--- config.mk ---
export PLATFORM = sky130hd
export DESIGN_NAME = round_key_generator
export DESIGN_NICKNAME = d
export VERILOG_FILES = /design/src/rtl/des_key_pkg.sv /design/src/rtl/key_round_step.sv /design/src/rtl/round_key_generator.sv
export SDC_FILE = /design/constraint.sdc
export NUM_CORES = 1
export LEC_CHECK = 0
export CAP_MARGIN = 25
export CORE_MARGIN = 2
export CORE_UTILIZATION = 30
export DETAILED_ROUTE_END_ITERATION = 16
export PLACE_DENSITY = 0.65
export REMOVE_ABC_BUFFERS = 1
export SETUP_SLACK_MARGIN = 0.2
export SYNTH_ARGS = -nofsm -noshare
export SYNTH_HDL_FRONTEND = slang
export SYNTH_SLANG_ARGS = --single-unit
--- constraint.sdc ---
create_clock -name clk -period 2.55 [get_ports clk]
set_input_delay 0.51 -clock clk [delete_from_list [all_inputs] [get_ports clk]]
set_output_delay 0.51 -clock clk [all_outputs]
set_load 0.02 [all_outputs]
--- src/rtl/des_key_pkg.sv ---
`default_nettype none
// ============================================================================
// Module      : des_key_pkg
// Description : Shared DES key-schedule constants: widths, round count, the
//               per-round left-rotate amounts and the PC2 selection table,
//               plus the PC2 helper used on the registered C/D pair.
//               Build option KEY_SCHED_DECRYPT_EN (used by the top level)
//               does not change this package.
// Revision    : 1.0  initial release
// ============================================================================
package des_key_pkg;

    localparam int SUBKEY_W   = 48;
    localparam int CD_W       = 56;
    localparam int HALF_W     = 28;
    localparam int NUM_ROUNDS = 16;

    // Schedule FSM: a schedule is either in progress or not.
    typedef enum logic [0:0] {
        ST_IDLE = 1'b0,
        ST_RUN  = 1'b1
    } state_t;

    // Left-rotate amount applied to produce round r+1 (index = round - 1).
    localparam logic [1:0] SHIFT_TABLE [NUM_ROUNDS] = '{
        2'd1, 2'd1, 2'd2, 2'd2, 2'd2, 2'd2, 2'd2, 2'd2,
        2'd1, 2'd2, 2'd2, 2'd2, 2'd2, 2'd2, 2'd2, 2'd1
    };

    // PC2 in the usual DES numbering: entry i names the 1-based bit of {C,D}
    // (bit 1 = MSB) that becomes subkey bit i+1 (bit 1 = MSB).
    localparam logic [5:0] PC2_TABLE [SUBKEY_W] = '{
        6'd14, 6'd17, 6'd11, 6'd24, 6'd1,  6'd5,
        6'd3,  6'd28, 6'd15, 6'd6,  6'd21, 6'd10,
        6'd23, 6'd19, 6'd12, 6'd4,  6'd26, 6'd8,
        6'd16, 6'd7,  6'd27, 6'd20, 6'd13, 6'd2,
        6'd41, 6'd52, 6'd31, 6'd37, 6'd47, 6'd55,
        6'd30, 6'd40, 6'd51, 6'd45, 6'd33, 6'd48,
        6'd44, 6'd49, 6'd39, 6'd56, 6'd34, 6'd53,
        6'd46, 6'd42, 6'd50, 6'd36, 6'd29, 6'd32
    };

    function automatic logic [SUBKEY_W-1:0] pc2(input logic [CD_W-1:0] cd);
        logic [SUBKEY_W-1:0] k;
        logic [5:0]          pos;
        k = '0;
        for (int i = 0; i < SUBKEY_W; i++) begin
            // 1-based MSB-first numbering converted to a vector index.
            pos = 6'(CD_W) - PC2_TABLE[i];
            k[SUBKEY_W-1-i] = cd[pos];
        end
        return k;
    endfunction

endpackage : des_key_pkg
`default_nettype wire

--- src/rtl/key_round_step.sv ---
`default_nettype none
// ============================================================================
// Module      : key_round_step
// Description : Combinational one-round step of the DES key schedule: rotates
//               the C and D halves left, independently, by 1 or 2 bits.
// Ports       : i_cd    [55:0] {C[27:0], D[27:0]} before the step
//               i_shift [1:0]  rotate amount (2 -> by two, otherwise by one)
//               o_cd    [55:0] {C, D} after the step
// Revision    : 1.0  initial release
// ============================================================================
module key_round_step
    import des_key_pkg::*;
(
    input  logic [CD_W-1:0] i_cd,
    input  logic [1:0]      i_shift,
    output logic [CD_W-1:0] o_cd
);

    logic [HALF_W-1:0] w_c;
    logic [HALF_W-1:0] w_d;

    assign w_c = i_cd[CD_W-1:HALF_W];
    assign w_d = i_cd[HALF_W-1:0];

    always_comb begin
        o_cd = {w_c[HALF_W-2:0], w_c[HALF_W-1], w_d[HALF_W-2:0], w_d[HALF_W-1]};
        if (i_shift == 2'd2) begin
            o_cd = {w_c[HALF_W-3:0], w_c[HALF_W-1:HALF_W-2],
                    w_d[HALF_W-3:0], w_d[HALF_W-1:HALF_W-2]};
        end
    end

endmodule : key_round_step
`default_nettype wire

--- src/rtl/round_key_generator.sv ---
`default_nettype none
// ============================================================================
// Module      : round_key_generator
// Description : Sequential DES round-key generator. An accepted start loads
//               the PC1-permuted key; the 16 subkeys are then offered one per
//               cycle on a valid/ready handshake, and done pulses once after
//               the final handshake.
// Ports       : clk, rst (sync, active-high)
//               start, pc1_key[55:0]           schedule request (IDLE only)
//               decrypt                        K16-first order (option only)
//               busy                           schedule in progress
//               subkey_valid/subkey_ready      output handshake
//               subkey[47:0], round_idx[3:0]   PC2({C,D}), round - 1
//               last, done                     final subkey / completion pulse
// Option      : KEY_SCHED_DECRYPT_EN adds the decrypt port and right-rotate
//               path; undefined builds encrypt order only.
// Revision    : 1.0  initial release
// ============================================================================
module round_key_generator
    import des_key_pkg::*;
(
    input  logic                clk,
    input  logic                rst,
    input  logic                start,
    input  logic [CD_W-1:0]     pc1_key,
`ifdef KEY_SCHED_DECRYPT_EN
    input  logic                decrypt,
`endif
    input  logic                subkey_ready,
    output logic                busy,
    output logic                subkey_valid,
    output logic [SUBKEY_W-1:0] subkey,
    output logic [3:0]          round_idx,
    output logic                last,
    output logic                done
);

    localparam logic [3:0] c_idx_max = 4'(NUM_ROUNDS - 1);

    state_t          r_state;
    state_t          w_state_next;
    logic [CD_W-1:0] r_cd;
    logic [3:0]      r_round_idx;
    logic            r_valid;
    logic            r_done;

    logic            w_handshake;
    logic            w_at_end;
    logic            w_load;
    logic            w_advance;
    logic            w_finish;
    logic [3:0]      w_idx_inc;
    logic [CD_W-1:0] w_step_in;
    logic [1:0]      w_step_shift;
    logic [CD_W-1:0] w_step_out;

`ifdef KEY_SCHED_DECRYPT_EN
    logic            r_decrypt;
    logic [CD_W-1:0] w_cd_right;
`endif

    assign w_handshake = r_valid & subkey_ready;
    assign w_idx_inc   = r_round_idx + 4'd1;

`ifdef KEY_SCHED_DECRYPT_EN
    assign w_at_end = r_decrypt ? (r_round_idx == 4'd0) : (r_round_idx == c_idx_max);
`else
    assign w_at_end = (r_round_idx == c_idx_max);
`endif

    // In IDLE the rotator forms round 1 from the incoming key; in RUN it
    // forms the following round from the registered pair.
    assign w_step_in    = (r_state == ST_IDLE) ? pc1_key : r_cd;
    assign w_step_shift = (r_state == ST_IDLE) ? SHIFT_TABLE[0] : SHIFT_TABLE[w_idx_inc];

    key_round_step u_step (
        .i_cd    (w_step_in),
        .i_shift (w_step_shift),
        .o_cd    (w_step_out)
    );

`ifdef KEY_SCHED_DECRYPT_EN
    // Undo the left rotate of the round just emitted to step back one round.
    always_comb begin
        w_cd_right = {r_cd[HALF_W], r_cd[CD_W-1:HALF_W+1], r_cd[0], r_cd[HALF_W-1:1]};
        if (SHIFT_TABLE[r_round_idx] == 2'd2) begin
            w_cd_right = {r_cd[HALF_W+1:HALF_W], r_cd[CD_W-1:HALF_W+2],
                          r_cd[1:0], r_cd[HALF_W-1:2]};
        end
    end
`endif

    // FSM state register
    always_ff @(posedge clk) begin
        if (rst) begin
            r_state <= ST_IDLE;
        end else begin
            r_state <= w_state_next;
        end
    end

    // FSM next state and datapath controls
    always_comb begin
        w_state_next = r_state;
        w_load       = 1'b0;
        w_advance    = 1'b0;
        w_finish     = 1'b0;
        case (r_state)
            ST_IDLE: begin
                if (start) begin
                    w_load       = 1'b1;
                    w_state_next = ST_RUN;
                end
            end
            ST_RUN: begin
                if (w_handshake) begin
                    if (w_at_end) begin
                        w_finish     = 1'b1;
                        w_state_next = ST_IDLE;
                    end else begin
                        w_advance = 1'b1;
                    end
                end
            end
            default: w_state_next = ST_IDLE;
        endcase
    end

    // Key-schedule datapath
    always_ff @(posedge clk) begin
        if (rst) begin
            r_cd        <= '0;
            r_round_idx <= 4'd0;
            r_valid     <= 1'b0;
            r_done      <= 1'b0;
`ifdef KEY_SCHED_DECRYPT_EN
            r_decrypt   <= 1'b0;
`endif
        end else begin
            r_done <= w_finish;
            if (w_load) begin
                r_valid <= 1'b1;
`ifdef KEY_SCHED_DECRYPT_EN
                r_decrypt <= decrypt;
                if (decrypt) begin
                    // Full 28-bit rotation of all rounds returns to C0/D0,
                    // which is therefore already the round-16 pair.
                    r_cd        <= pc1_key;
                    r_round_idx <= c_idx_max;
                end else begin
                    r_cd        <= w_step_out;
                    r_round_idx <= 4'd0;
                end
`else
                r_cd        <= w_step_out;
                r_round_idx <= 4'd0;
`endif
            end else if (w_advance) begin
`ifdef KEY_SCHED_DECRYPT_EN
                if (r_decrypt) begin
                    r_cd        <= w_cd_right;
                    r_round_idx <= r_round_idx - 4'd1;
                end else begin
                    r_cd        <= w_step_out;
                    r_round_idx <= w_idx_inc;
                end
`else
                r_cd        <= w_step_out;
                r_round_idx <= w_idx_inc;
`endif
            end else if (w_finish) begin
                r_valid <= 1'b0;
            end
        end
    end

    assign busy         = (r_state != ST_IDLE);
    assign subkey_valid = r_valid;
    assign subkey       = pc2(r_cd);
    assign round_idx    = r_round_idx;
    assign last         = r_valid & w_at_end;
    assign done         = r_done;

endmodule : round_key_generator
`default_nettype wire

==> results of run 1 <==
[registers in the layout, indices dropped and copies added, names as in the netlist]
register / cells
busy: 1
done: 1
r_cd: 56
round_idx: 4
subkey_valid: 1
[synthesized netlist by cell type (2+ instances only)]
library cell,n,share of area (%)
a211oi_1,32,6.2
a21oi_1,2,0.26
buf_1,3,0.29
buf_2,9,1.2
buf_4,51,9.8
buf_6,3,0.87
clkbuf_1,22,2.1
dfxtp_1,63,32
mux2i_1,27,6.9
nand2_1,59,5.7
nand2b_1,30,4.8
nand3_1,3,0.39
nor2_1,35,3.4
nor3_1,5,0.64
nor3b_1,25,4.8
o221ai_1,27,6.1
o221ai_2,29,11
[worst max-delay path by stage]
stage                                    from               endpoint  slack, ns
floorplan                     busy$_SDFF_PP0_  r_cd[10]$_SDFFE_PP0P_      -2.55
global placement                 subkey_ready  r_cd[15]$_SDFFE_PP0P_       0.14
detailed placement               subkey_ready  r_cd[16]$_SDFFE_PP0P_       0.11
CTS                 round_idx[0]$_SDFFE_PP0P_  r_cd[28]$_SDFFE_PP0P_       0.21
global route        round_idx[0]$_SDFFE_PP0P_  r_cd[28]$_SDFFE_PP0P_       0.21
finish              round_idx[0]$_SDFFE_PP0P_  r_cd[28]$_SDFFE_PP0P_       0.31
[metal layers]
metal	up-vias	global-route usage, %	wire (µm)
li1	1666	-	-
met1	1627	20.68	5051
met2	85	27.62	5446
met3	10	3.101	492
met4	0	4.744	137
met5	-	0	0
[kinds of logic after synthesis]
group / count (synthesis)
buf+inv: 89
fa+ha+maj: 1
mux: 27
flops: 63
compound gates: 91
simple gates: 164
xor+xnor: 2
[critical path: cells and delay by family, from the launching register on]
kind | cells | cell delay [ns]
AND/OR/NAND/NOR | 2 | 0.87
adder cells (fa/ha/maj) | 1 | 0.31
AO/OA/AOI/OAI | 3 | 0.31
buffers and inverters | 1 | 0.23
flip-flops | 1 | 0.38
[cell type report]
cell class	count	area [µm²]
clock inverter	2	60.06
fill	1259	7377
tap	172	215.2
timing repair buffer	135	1311
clock buffer	14	284.0
multi-input combinational	285	2107
sequential	63	1261
inverter	1	3.754
[where the power goes]
group / leakage [nW] / internal (mW) / switching, mW / total, mW
combinational: 0.984 / 0.314 / 0.293 / 0.607
clock: 0.169 / 0.963 / 0.424 / 1.39
sequential: 0.519 / 1.06 / 0.0878 / 1.15
total: 1.67 / 2.34 / 0.805 / 3.14
[what timing repair did]
action | 4_1_cts | 5_1_grt
gates cloned | 0 | 0
setup endpoints to repair | 1 | 37
resized for setup | 1 | 4
==> impl_metrics.csv, run 1 <==
group,metric,value,unit
yosys,yosysUniqueCellTypes,29,
yosys,netlist_instances,437,
detailed_routing,wirelength,11130,µm
detailed_routing,drcViolationCount,0,
detailed_routing,dr.pass1.iters,5,
cts,insertion_delay,0.32,ns
grt,grt_usage,16.18,%
place,placed_cell_area,0.004876,mm²
critical_path,crit_type,"register to register",
sta,drv_slew,0,
pwr,power,3.143,mW
final_layout,final_cells,672,
critical_path,r2r_end,"r_cd[28]$_SDFFE_PP0P_",
die,die_h,117.9,µm
die,start_util,30.82,%
yosys,ys_async_sr_fraction,0,%
sta,finalSetupViolations,0,
cts,clockBufferDepth,2,
worst_hold_path,hold_depth,2,
yosys,ys_seq_area_share,32.42,%
sta,tns,0,ns
critical_path,regToRegStartpoint,"round_idx[0]$_SDFFE_PP0P_",
detailed_routing,drt_iter0_markers,219,
pwr,leakage,1.672,nW
detailed_routing,vias,3388,
yosys,ys_seq_elements,63,
sta,setup_slack,0.3114,ns
detailed_routing,wl_per_cell,16.56,µm
critical_path,crit_path_max_fanout,31,
yosys,yosysWarningCount,0,
sta,relSlewSlack,72.94,%
critical_path,start_kind,"register",
cts,clockRootBuffer,"clkbuf_16",
flow_run,maxCapViolCount,0,
yosys,synth-main-ff-cell,"dfxtp_1",
sta,hold_slack,0.4806,ns
critical_path,end_kind,"register",
yosys,synth_edf_count,0,
worst_hold_path,hold_start,"r_cd[13]$_SDFFE_PP0P_",
cts,cts_buffers,9,
critical_path,r2r_slack,0.31,ns
place,placedCellCount,656,
pwr,pwr_density_cell,599.4,mW/mm²
place,routabilityCongestion,0.7434,
die,io_pins,116,
grt,antenna_found_initial,0,
sta,hold_violations,0,
grt,grt_overflow_total,0,
final_layout,nets,556,
yosys,synth_top_family_by_area,"compound AO/OA/AOI/OAI gates",
pwr,ir_worst_vdd,0.2377,mV
final_layout,num_antenna_cells,0,
sta,fin_crit,2.239,ns
critical_path,max_stage_delay,0.72,ns
grt,grt_max_degree,37,
die,die_x,117.9,µm
grt,grt_pass1_wl,18260,µm
cts,tritoncts,"yes",
yosys,synth_area,0.003890,mm²
final_layout,syn_to_final_growth,34.77,%
die,core_area,0.01262,mm²
sta,tightest_slew,0.4058,ns
worst_hold_path,holdPathEnd,"r_cd[15]$_SDFFE_PP0P_",
sta,final.setup_skew,0.004662,ns
final_layout,final_common_cell,"clkdlybuf4s50_1",
place,io_buffers,115,
grt,grt_pass1_vias,3363,
sta,max_freq,446.7,MHz
die,rows,41,
final_layout,design_area,0.005243,mm²
final_layout,layout_common_cells,"clkdlybuf4s50_1 (113), dfxtp_1 (63), nand2_1 (58), nor2_1 (35), a211oi_1 (32)",
cts,h-tree-depth,3,
cts,cts_num_sinks,63,
critical_path,worstPathArrival,2.43,ns
yosys,synth.avg_cell_area,8.902,µm²
yosys,synth-xor-area-share,0.4503,%
final_layout,fin_util,41.54,%
cts,cts_hold_buf,0,
detailed_routing,avgViaCountPerCell,5.042,
worst_hold_path,hp-class,"register to register",
yosys,yosys.area_share.simple,21.58,%
die,die-area,0.01389,mm²
run_status,status,"complete, no violations",
yosys,synthMuxAreaShare,6.948,%
critical_path,crit_slowest_cell,"or4_2",
final_layout,layout-drive-gt1-share,15.00,%
sta,rsz0062_at_grt,"false",
cts,clk_pin_slew,0.05,ns
place,dp_hpwl,7537,µm
critical_path,cp.required,2.75,ns
critical_path,ff2ff_path_depth,7,
critical_path,path_cells,"ha_4 -> nand2b_1 -> a21oi_2 -> or4_2 -> buf_12 -> o221ai_2 -> a211oi_1",
yosys,synth_compound_area_share,23.90,%
yosys,synthAdderAreaFrac,0.3216,%
place,pre_cts_slack,0.1085,ns
detailed_routing,ant_nets,0,
sta,finalCritPeriodShare,87.79,%
cts,cts_setup_buffers,0,
Power figures use the tool's default switching activity.
==> inputs of run 2 (changes only) <==
- PLACE_DENSITY: 0.65 -> 0.64
- SYNTH_HIERARCHICAL: unset -> 1
==> impl_metrics.csv, run 2 <==
group,metric,value,unit
die,rows,43,
sta,relSlewSlack,64.72,%
cts,tritoncts,"yes",
place,routabilityCongestion,0.7342,
sta,fin_crit,2.344,ns
critical_path,worstPathArrival,2.54,ns
yosys,synth_area,0.004303,mm²
place,placedCellCount,629,
sta,hold_violations,0,
cts,cts_hold_buf,0,
die,io_pins,116,
detailed_routing,ant_nets,0,
yosys,netlist_instances,399,
grt,antenna_found_initial,0,
cts,clockRootBuffer,"clkbuf_16",
sta,final.setup_skew,0.004323,ns
yosys,synth.avg_cell_area,10.78,µm²
grt,grt_pass1_vias,2943,
die,die-area,0.01532,mm²
die,die_h,123.8,µm
grt,grt_pass1_wl,15330,µm
sta,hold_slack,0.4947,ns
critical_path,crit_type,"register to register",
yosys,synth_most_common_cell,"mux2_2",
cts,cts_buffers,9,
yosys,synth_compound_area_share,1.745,%
cts,cts_num_sinks,63,
sta,finalSetupViolations,0,
grt,grt_overflow_total,0,
sta,tns,0,ns
sta,drv_slew,0,
die,start_util,30.88,%
grt,grt_max_degree,38,
yosys,yosysWarningCount,6,
pwr,leakage,2.368,nW
yosys,synth_edf_count,0,
critical_path,start_kind,"register",
sta,max_freq,426.6,MHz
pwr,pwr_density_cell,515.4,mW/mm²
final_layout,final_common_cell,"clkdlybuf4s50_1",
yosys,ys_seq_area_share,29.31,%
final_layout,fillers,1319,
place,dp_hpwl,6718,µm
detailed_routing,wirelength,10130,µm
place,pre_cts_slack,0.1718,ns
final_layout,largest_reg_flops,56,
critical_path,cp.required,2.75,ns
detailed_routing,avgViaCountPerCell,4.557,
yosys,synth-main-ff-cell,"dfxtp_1",
cts,clockBufferDepth,2,
yosys,yosysTopAreaCell,"dfxtp_1",
yosys,ys_async_sr_fraction,0,%
cts,clk_pin_slew,0.05,ns
yosys,ys_seq_elements,63,
detailed_routing,drcViolationCount,0,
die,core_area,0.01393,mm²
final_layout,num_antenna_cells,0,
final_layout,final_cells,654,
sta,setup_slack,0.2061,ns
detailed_routing,wl_per_cell,15.49,µm
place,io_buffers,115,
worst_hold_path,hp-class,"register to register",
yosys,synth.area.top_cells,"dfxtp_1 (29%), mux2_2 (19%), mux2_4 (14%)",
detailed_routing,drt_iter0_markers,117,
yosys,yosysUniqueCellTypes,30,
yosys,netlist.area_leader.share,29.31,%
final_layout,nets,530,
flow_run,maxCapViolCount,0,
grt,grt_usage,13.13,%
sta,finalCritPeriodShare,91.92,%
sta,tightest_slew,0.5293,ns
yosys,yosys.area_share.simple,7.851,%
final_layout,layout_common_cells,"clkdlybuf4s50_1 (114), mux2_2 (67), nor2_1 (61), dfxtp_1 (60), mux2i_1 (56)",
final_layout,layout-drive-gt1-share,32.28,%
yosys,synthTopCellsByCount,"mux2_2 (72), dfxtp_1 (63), nor2_1 (61)",
run_status,status,"complete, no violations",
final_layout,top_register,"r_cd",
detailed_routing,dr.pass1.iters,4,
critical_path,end_kind,"register",
critical_path,crit_path_max_fanout,6,
sta,rsz0062_at_grt,"true",
yosys,synthMuxAreaShare,45.83,%
cts,insertion_delay,0.33,ns
detailed_routing,vias,2980,
yosys,synth_top_family_by_area,"multiplexers",
pwr,ir_worst_vdd,0.2591,mV
die,die_x,123.8,µm
cts,h-tree-depth,3,
final_layout,syn_to_final_growth,32.28,%
yosys,synthAdderAreaFrac,0.2908,%
yosys,synth-xor-area-share,0.2035,%
## run 2: cell types whose count changed in the layout (fill, tap and decap cells not counted), moves of 5 or more
cell      change
mux2_2       +67
nand2_1      -54
mux2_4       +45
a211oi_1     -32
mux2i_1      +29
o221ai_2     -29
nand2b_1     -28
o221ai_1     -27
nor2_1       +26
nor3b_1      -25
buf_4        -13
buf_12        +5
## run 2: final cells by class
class	count	area [µm²]	area share (%)
inverter	2	7.507	0.1319
multi-input combinational	260	2457	43.17
clock buffer	16	271.5	4.770
timing repair buffer	133	1460	25.65
tap	180	225.2	3.957
sequential	63	1270	22.31
## run 2: cell families after synthesis
| logic type | count (synthesis) |
|---|---|
| mux | 168 |
| xor+xnor | 1 |
| buf+inv | 76 |
| simple gates | 80 |
| compound gates | 10 |
| flops | 63 |
| fa+ha+maj | 1 |
## run 2: critical path: stages (launching register included)
cell	delay (ns)
dfxtp_4	0.37
ha_4	0.25
or4_4	0.51
and3_4	0.18
nor2b_4	0.13
buf_8	0.14
clkbuf_16	0.16
mux2_4	0.29
mux2i_1	0.13
nor2_1	0.05
## run 2: worst paths after layout
| check | start | to | slack (ns) | cells past startpoint |
|---|---|---|---|---|
| setup / recovery | round_idx[1]$_SDFFE_PP0P_ | r_cd[38]$_SDFFE_PP0P_ | 0.21 | 9 |
| hold reg to reg | r_cd[2]$_SDFFE_PP0P_ | r_cd[2]$_SDFFE_PP0P_ | 0.49 | 2 |
| hold / removal | r_cd[2]$_SDFFE_PP0P_ | r_cd[2]$_SDFFE_PP0P_ | 0.49 | 2 |
| setup reg to reg | round_idx[1]$_SDFFE_PP0P_ | r_cd[38]$_SDFFE_PP0P_ | 0.21 | 9 |
## run 2: per-layer routing
metal	wire, µm	part of all wire (%)	GRT usage, %	up-vias
li1	-	-	-	1474
met1	5181	51	18.01	1402
met2	4232	42	19.44	95
met3	579	5.7	3.800	9
met4	139	1.4	4.901	0
met5	0	0	0	-
## run 2: metrics by stage
stage | power [mW] | instance area (µm²) | util, %
finish | 2.934 | 5692 | 40.85
global route | 3.086 | 5692 | 40.85
CTS | 2.983 | 5573 | 39.99
detailed placement | 1.814 | 5190 | 37.25
global placement | 1.807 | 5190 | 37.25
floorplan | 1.529 | 3675 | -
## run 2: repair_timing
item / 4_1_cts / 5_1_grt
endpoints found under the setup margin: 42 / 56
gates resized for setup: 8 / 12
hold endpoints to repair: 0 / 0
buffers inserted: 3 / 1
pin swaps: 0 / 14
gates cloned: 2 / 3
## run 2: power breakdown
part	leakage [nW]	internal, mW	switching [mW]	total, mW
sequential	0.517	1.05	0.0492	1.09
combinational	1.72	0.419	0.283	0.703
clock	0.131	0.713	0.424	1.14
